<file path="src/rtl/mc_ctrl.sv">
// Multi-cycle MIPS-subset controller: IF/DEC/EXE/MEM/WB sequencer that drives
// datapath strobes and counts retired instructions.
module mc_ctrl #(
    parameter int CNT_W = 32
) (
    input  logic             clk,
    input  logic             rst_n,
    input  logic [5:0]       op,
    input  logic [5:0]       funct,
    input  logic             zero,
    input  logic             mem_rdy,
    output logic             pcwr,
    output logic             irwr,
    output logic             regwr,
    output logic             memwr,
    output logic             memrd,
    output logic             regdst,
    output logic             alusrc,
    output logic             memtoreg,
    output logic             extop,
    output logic             illegal,
    output logic [1:0]       npc_sel,
    output logic [2:0]       aluctr,
    output logic [CNT_W-1:0] instret,
    output logic [2:0]       dbg_state_o
);

    typedef enum logic [2:0] {
        S_IF  = 3'd0,
        S_DEC = 3'd1,
        S_EXE = 3'd2,
        S_MEM = 3'd3,
        S_WB  = 3'd4
    } state_t;

    state_t           state_q, state_d;
    logic [5:0]       op_q, op_d;
    logic [5:0]       funct_q, funct_d;
    logic [CNT_W-1:0] instret_q, instret_d;
    logic             retire;

    logic       is_r, is_ori, is_lw, is_sw, is_beq, is_j;
    logic [2:0] r_alu;

    always_comb begin
        r_alu = 3'b000;
        is_r  = 1'b0;
        if (op_q == 6'b000000) begin
            is_r = 1'b1;
            case (funct_q)
                6'b100001: r_alu = 3'b000;
                6'b100011: r_alu = 3'b100;
                6'b100101: r_alu = 3'b010;
                6'b101010: r_alu = 3'b111;
                6'b101011: r_alu = 3'b110;
                default:   is_r  = 1'b0;
            endcase
        end
        is_ori = (op_q == 6'b001101);
        is_lw  = (op_q == 6'b100011);
        is_sw  = (op_q == 6'b101011);
        is_beq = (op_q == 6'b000100);
        is_j   = (op_q == 6'b000010);
    end

    always_comb begin
        state_d  = state_q;
        op_d     = op_q;
        funct_d  = funct_q;
        retire   = 1'b0;
        pcwr     = 1'b0;
        irwr     = 1'b0;
        regwr    = 1'b0;
        memwr    = 1'b0;
        memrd    = 1'b0;
        regdst   = 1'b0;
        alusrc   = 1'b0;
        memtoreg = 1'b0;
        extop    = 1'b0;
        illegal  = 1'b0;
        npc_sel  = 2'b00;
        aluctr   = 3'b000;
        case (state_q)
            S_IF: begin
                memrd = 1'b1;
                // Gated by rst_n so a held reset shows only the idle fetch read.
                if (mem_rdy && rst_n) begin
                    irwr    = 1'b1;
                    pcwr    = 1'b1;
                    op_d    = op;
                    funct_d = funct;
                    state_d = S_DEC;
                end
            end
            S_DEC: begin
                if (is_j) begin
                    pcwr    = 1'b1;
                    npc_sel = 2'b10;
                    retire  = 1'b1;
                    state_d = S_IF;
                end else if (is_r || is_ori || is_lw || is_sw || is_beq) begin
                    state_d = S_EXE;
                end else begin
                    illegal = 1'b1;
                    state_d = S_IF;
                end
            end
            S_EXE: begin
                if (is_beq) begin
                    aluctr  = 3'b100;
                    pcwr    = zero;
                    npc_sel = 2'b01;
                    retire  = 1'b1;
                    state_d = S_IF;
                end else if (is_lw || is_sw) begin
                    alusrc  = 1'b1;
                    extop   = 1'b1;
                    state_d = S_MEM;
                end else if (is_ori) begin
                    aluctr  = 3'b010;
                    alusrc  = 1'b1;
                    state_d = S_WB;
                end else begin
                    aluctr  = r_alu;
                    state_d = S_WB;
                end
            end
            S_MEM: begin
                if (is_lw) begin
                    memrd = 1'b1;
                    if (mem_rdy) state_d = S_WB;
                end else if (is_sw) begin
                    memwr = 1'b1;
                    if (mem_rdy) begin
                        retire  = 1'b1;
                        state_d = S_IF;
                    end
                end else begin
                    state_d = S_IF;
                end
            end
            S_WB: begin
                regwr    = 1'b1;
                regdst   = is_r;
                memtoreg = is_lw;
                retire   = 1'b1;
                state_d  = S_IF;
            end
            default: state_d = S_IF;
        endcase
    end

    assign instret_d = retire ? instret_q + CNT_W'(1) : instret_q;

    always_ff @(posedge clk or negedge rst_n) begin
        if (!rst_n) begin
            state_q   <= S_IF;
            op_q      <= 6'd0;
            funct_q   <= 6'd0;
            instret_q <= '0;
        end else begin
            state_q   <= state_d;
            op_q      <= op_d;
            funct_q   <= funct_d;
            instret_q <= instret_d;
        end
    end

    assign instret     = instret_q;
    assign dbg_state_o = state_q;

endmodule

</file>
<file path="config.mk">
export PLATFORM = sky130hd
export DESIGN_NAME = mc_ctrl
export DESIGN_NICKNAME = d
export VERILOG_FILES = /design/src/rtl/mc_ctrl.sv
export SDC_FILE = /design/constraint.sdc
export NUM_CORES = 1
export LEC_CHECK = 0
export BUFFER_PORTS_ARGS = -buffer_cell sky130_fd_sc_hd__buf_2
export CELL_PAD_IN_SITES_DETAIL_PLACEMENT = 1
export CELL_PAD_IN_SITES_GLOBAL_PLACEMENT = 1
export CORE_AREA = 10 10 91 93
export CTS_CLUSTER_SIZE = 20
export DETAILED_ROUTE_END_ITERATION = 10
export DIE_AREA = 0 0 101 103
export MAX_ROUTING_LAYER = met4
export PLACE_DENSITY_LB_ADDON = 0.1
export SYNTH_ARGS = -nofsm -noshare
export SYNTH_HDL_FRONTEND = slang
export SYNTH_SLANG_ARGS = --single-unit
</file>
<file path="constraint.sdc">
create_clock -name clk -period 2.2 [get_ports clk]
set_input_delay 0.44 -clock clk [delete_from_list [all_inputs] [get_ports clk]]
set_output_delay 0.44 -clock clk [all_outputs]
set_load 0.05 [all_outputs]
</file>
==> results of run 1 <==
[through the flow]
step	power (W)	instance area (um2)	hold slack, ps
6_report	0.003320	3891	226.5
5_1_grt	0.003518	3891	269.1
4_1_cts	0.003186	3551	261.8
3_5_place_dp	0.002422	3216	461.1
3_3_place_gp	0.002394	3216	451.4
2_1_floorplan	0.002012	2660	144.4
[power by group]
group	switching [W]	total (W)	internal (W)
Sequential	0.000215	0.00123	0.00101
Combinational	0.000829	0.00153	0.000701
Clock	0.000304	0.000562	0.000258
Total	0.00135	0.00332	0.00197
[final cells by class]
type                    instances  area, um2
multi-input cells             182       1649
repair buffers                112      852.1
fillers                       732       2678
clock buffers                   7      86.33
clock inverters                 1      8.758
inverters                       4      15.01
well taps                      80      100.1
flip-flops and latches         47       1180
[layer usage]
metal / wire length (um) / global-route usage [%] / vias to the layer above / share of wire, %
met5: 0 / - / - / 0
li1: - / - / 1085 / -
met3: 330 / 3.619 / 7 / 4.1
met4: 73 / 3.859 / 0 / 0.90
met1: 3654 / 18.67 / 1167 / 45
met2: 4090 / 25.21 / 39 / 50
[worst max-delay path: stages, from the launching register on]
cell      delay (ps)
dfrtp_1          420
buf_4            160
nor3_4           220
buf_4            150
nand2_1           50
o211ai_1         310
nor2b_2           80
buf_6            160
[worst paths after layout]
| path | slack (ps) | start | end |
|---|---|---|---|
| worst max-delay path | -100 | op_q[1] | illegal |
| worst min-delay path | 230 | rst_n | op_q[3] |
| worst max register to register | -30 | op_q[2] | instret[8] |
| worst min register to register | 490 | instret[30] | instret[30] |
| max in group asynchronous | 1510 | rst_n | op_q[5] |
| min in group clk | 360 | funct[4] | funct_q[4] |
[cell usage after synthesis, types with 3 or more instances]
library cell	count	share of area [%]
nand2_1	20	3.0
mux2_2	12	5.3
inv_1	4	0.59
nor4b_2	3	1.8
a211o_1	3	1.0
nor3_1	10	2.0
dfrtp_1	47	46
nand4_1	10	2.5
and3_1	8	2.0
xor2_1	16	5.5
nor3_2	7	2.8
nor4_1	8	2.0
buf_6	4	1.8
nand3_1	15	3.0
o21ai_0	5	0.98
xnor2_1	15	5.2
nor2_1	14	2.1
nand2b_1	6	1.5
[timing repair]
item,CTS,global route
setup endpoints to repair,15,39
gates cloned,0,4
buffers inserted,6,12
pin swaps,13,31
resized for setup,47,37
[flip-flops by register name, indices dropped and copies added (netlist names)]
register     flops
instret         32
op_q             6
dbg_state_o      3
funct_q          6
[kinds of logic (layout without fill, tap and decap cells)]
kind of cell | after synthesis | in the layout | synth area share [%]
compound gates | 17 | 17 | 4.629
xor+xnor | 31 | 31 | 10.68
flops | 47 | 47 | 46.28
simple gates | 121 | 121 | 29.44
mux | 12 | 12 | 5.318
fa+ha+maj | 1 | 1 | 0.4923
buf+inv | 12 | 124 | 3.150
==> run metrics, run 1 <==
status finished with violations; failing checks setup timing; DP Worst Slack 4.269 ps; Post-synth EDFFs 0; Initial Util 38.69%; P per Cell Area 853.1 nW/um2; DRC 0; Post-Syn Area 2541 um2; GRT Total Usage 15.37%; Worst Skew 9.934 ps; global-route wire length before repair 12,540 um; Util after Layout 59.24%; via count 2,298; Setup TNS -642.6 ps; GP Congestion 0.7663; clk slew on worst S/H paths 90 ps; post-synthesis register bit count 47; register area share after synthesis 46.28%; grt ovf 0; worst slew pin tran 675.0 ps; syn_nets 258; die area 10,400 um2; Ports 66; Setup Viol. Count Final 17; vias in the first global route 2,424; overall routed net length 8148 um; synthesis-to-layout area growth 53.13%; hold buffers post-CTS 0; Layout Nets 369; Hold Path Class in -> async; YS warnings 0; nature of the critical path startpoint flop; Mapped Avg Cell Area 10.54 um2; Clock Tree Buf Depth 2; DR iter-0 viols 78; Post-Syn Instances 241; CTS Root Cell clkbuf_8; ANT cells 0; H-tree depth 2; most frequent cells in the layout buf_2 (52), dfrtp_1 (44), buf_4 (36), nand2_1 (17), buf_6 (17); average wire per standard cell 18.82 um; Via density 5.307; Max Fclk 0.4356 GHz; Yosys cell types 45; Non-Filler Instances 433; core area 6569 um2; Final Hold Viols 0; Max VDD drop 0.0004945 V; Placed Cells 403; clk_lat worst skew 310 ps; CTS tree built; fin worst setup slack -95.84 ps; Synth async-reset ratio 100.0%; largest net degree at the start of global routing 48; commonest non-fill, non-tap cell in the layout buf_2; number of max-cap violations 0; Pre-Repair DR Iteration Count 4; RSZ-0062 raised after global routing yes; die width 101 um; clk sink count 47; Antenna Nets Post-Route 0; ys flop type dfrtp_1; Period minus WS final 2296 ps; Slew headroom 54.88%; max-slew violation count 0; crit end category output pin; row cnt 30; Req. time, crit path 1760 ps; Port Buffers 65; layout cells sized above 1 52.97%; Leak 1.814 nW; WS Path Type reg -> out; initial antenna violation count 0; HPWL Detailed 5571 um; CP Data Arrival Time 1860 ps; Num CTS Buffers 5; Crit Path Max Fanout 3; Final period util 104.4%; Reg2Reg Depth 9; die height 103 um
(Power assumes the default switching activity.)
==> run 2: changes to the inputs <==
CORE_AREA = 10 10 97 99   (was 10 10 91 93)
DIE_AREA = 0 0 107 109   (was 0 0 101 103)
==> run 2 against run 1 <==
Total power rose by 0.73%. Clock power decreased by 0.9%. Combinational power grew 4%. The flow still finishes with violations (setup timing). First-iteration DRC count fell by 33%. Cell count up 4.4%. Worst hold slack better by 18 ps. Cell area down 0.16%. Via count down 1.3%. Highest routed layer unchanged. Flip-flop and latch count stayed put. Clock-buffer cell count shrank 1.
==> run metrics, run 2 (synthesis results as in run 1) <==
end of the worst register-to-register path instret[30]; CP cell instances or4_4 > o21bai_4 > buf_6 > nor4_4 > buf_6; overall routed net length 8010 um; Req. time, crit path 1760 ps; Final Hold Viols 0; GP Congestion 0.8123; average wire per standard cell 17.72 um; core area 7527 um2; crit end category output pin; Placed Cells 430; crit-path leading delay family simple AND/OR/NAND/NOR gates; failing checks setup timing; Ports 66; fin area 3885 um2; Pre-Repair DR Iteration Count 4; CP Data Arrival Time 1820 ps; commonest non-fill, non-tap cell in the layout buf_2; largest net degree at the start of global routing 48; Reg-to-Reg Start op_q[2]; Clock Tree Buf Depth 2; clk sink count 47; GRT Total Usage 13.91%; clk slew on worst S/H paths 90 ps; Num CTS Buffers 5; Reg2Reg Setup Slack -50 ps; synthesis-to-layout area growth 52.88%; Non-Filler Instances 452; max-slew violation count 0; DR iter-0 viols 52; Max Fclk 0.4416 GHz; Period minus WS final 2265 ps; CTS Root Cell clkbuf_8; Top cell by count, worst path buf_6; ANT cells 0; CTS tree built; Antenna Nets Post-Route 0; hold buffers post-CTS 0; Hold Path Class in -> async; nature of the critical path startpoint flop; P per Cell Area 860.7 nW/um2; most frequent cells in the layout buf_2 (51), dfrtp_1 (45), buf_4 (31), nand2_1 (18), buf_6 (18); vias in the first global route 2,430; Port Buffers 65; Crit Path Max Fanout 4; Setup TNS -356.5 ps; max reg flops 32; HPWL Detailed 5666 um; Max VDD drop 0.0004357 V; WS Path Type reg -> out; number of max-cap violations 0; Setup Viol. Count Final 7; RSZ-0062 raised after global routing yes; cell with the largest stage delay on the worst path or4_4; clk_lat worst skew 300 ps; Layout Nets 366; DRC 0; Via density 5.020; total chip power 0.003344 W; initial antenna violation count 0; row cnt 32; Slew headroom 58.07%; H-tree depth 2; Leak 1.740 nW; Buffers & Inverters on Critical Path 2; Crit path largest cell delay 590 ps; die area 11,660 um2; grt ovf 0; status finished with violations; Util after Layout 51.61%; layout cells sized above 1 52.86%; worst slew pin tran 628.9 ps; die height 109 um; post-placement cell area 3281 um2; Final period util 102.9%; via count 2,269; Initial Util 33.76%; fin worst setup slack -64.57 ps; Worst Skew 14.87 ps; die width 107 um; Reg2Reg Depth 8; global-route wire length before repair 12,780 um
run 2: repair_timing:
item                                    4_1_cts  5_1_grt
setup buffers                                 8        4
gates cloned                                  0        2
gates resized for setup                      45       41
endpoints found under the setup margin       15       35
pin swaps                                     6       31
run 2: stage by stage:
step	hold WS, ps	setup slack (ps)
global placement	455.7	59.16
CTS	275.4	-91.57
global route	299.1	-149.7
finish	244.2	-64.57
detailed placement	469.9	-7.390
floorplan	144.4	-222.1
run 2: report_power, final:
part	switching, W	internal, W
clock	0.000300	0.000257
combinational	0.000856	0.000733
sequential	0.000187	0.00101
run 2: metal layers:
metal / GRT usage, % / wire (um) / up-vias
met1: 18.09 / 3829 / 1145
met5: - / 0 / -
met4: 2.901 / 39 / 0
li1: - / - / 1084
met2: 21.91 / 3895 / 36
met3: 2.891 / 246 / 4
run 2: layout make-up:
cell class | count | area [um2]
fillers | 855 | 3642
multi-input cells | 182 | 1632
flip-flops and latches | 47 | 1179
repair buffers | 109 | 833.3
well taps | 102 | 127.6
clock buffers | 6 | 82.58
clock inverters | 2 | 16.27
inverters | 4 | 15.01
run 2: worst max-delay path by stage:
stage / from / cells after the start / to / slack (ps)
2_1_floorplan: op_q[0] / 3 / pcwr / -220
3_3_place_gp: op_q[4] / 6 / instret[17] / 60
3_5_place_dp: op_q[4] / 6 / instret[13] / -7
4_1_cts: op_q[2] / 5 / aluctr[2] / -90
5_1_grt: op_q[5] / 7 / illegal / -150
6_report: op_q[4] / 5 / aluctr[0] / -60
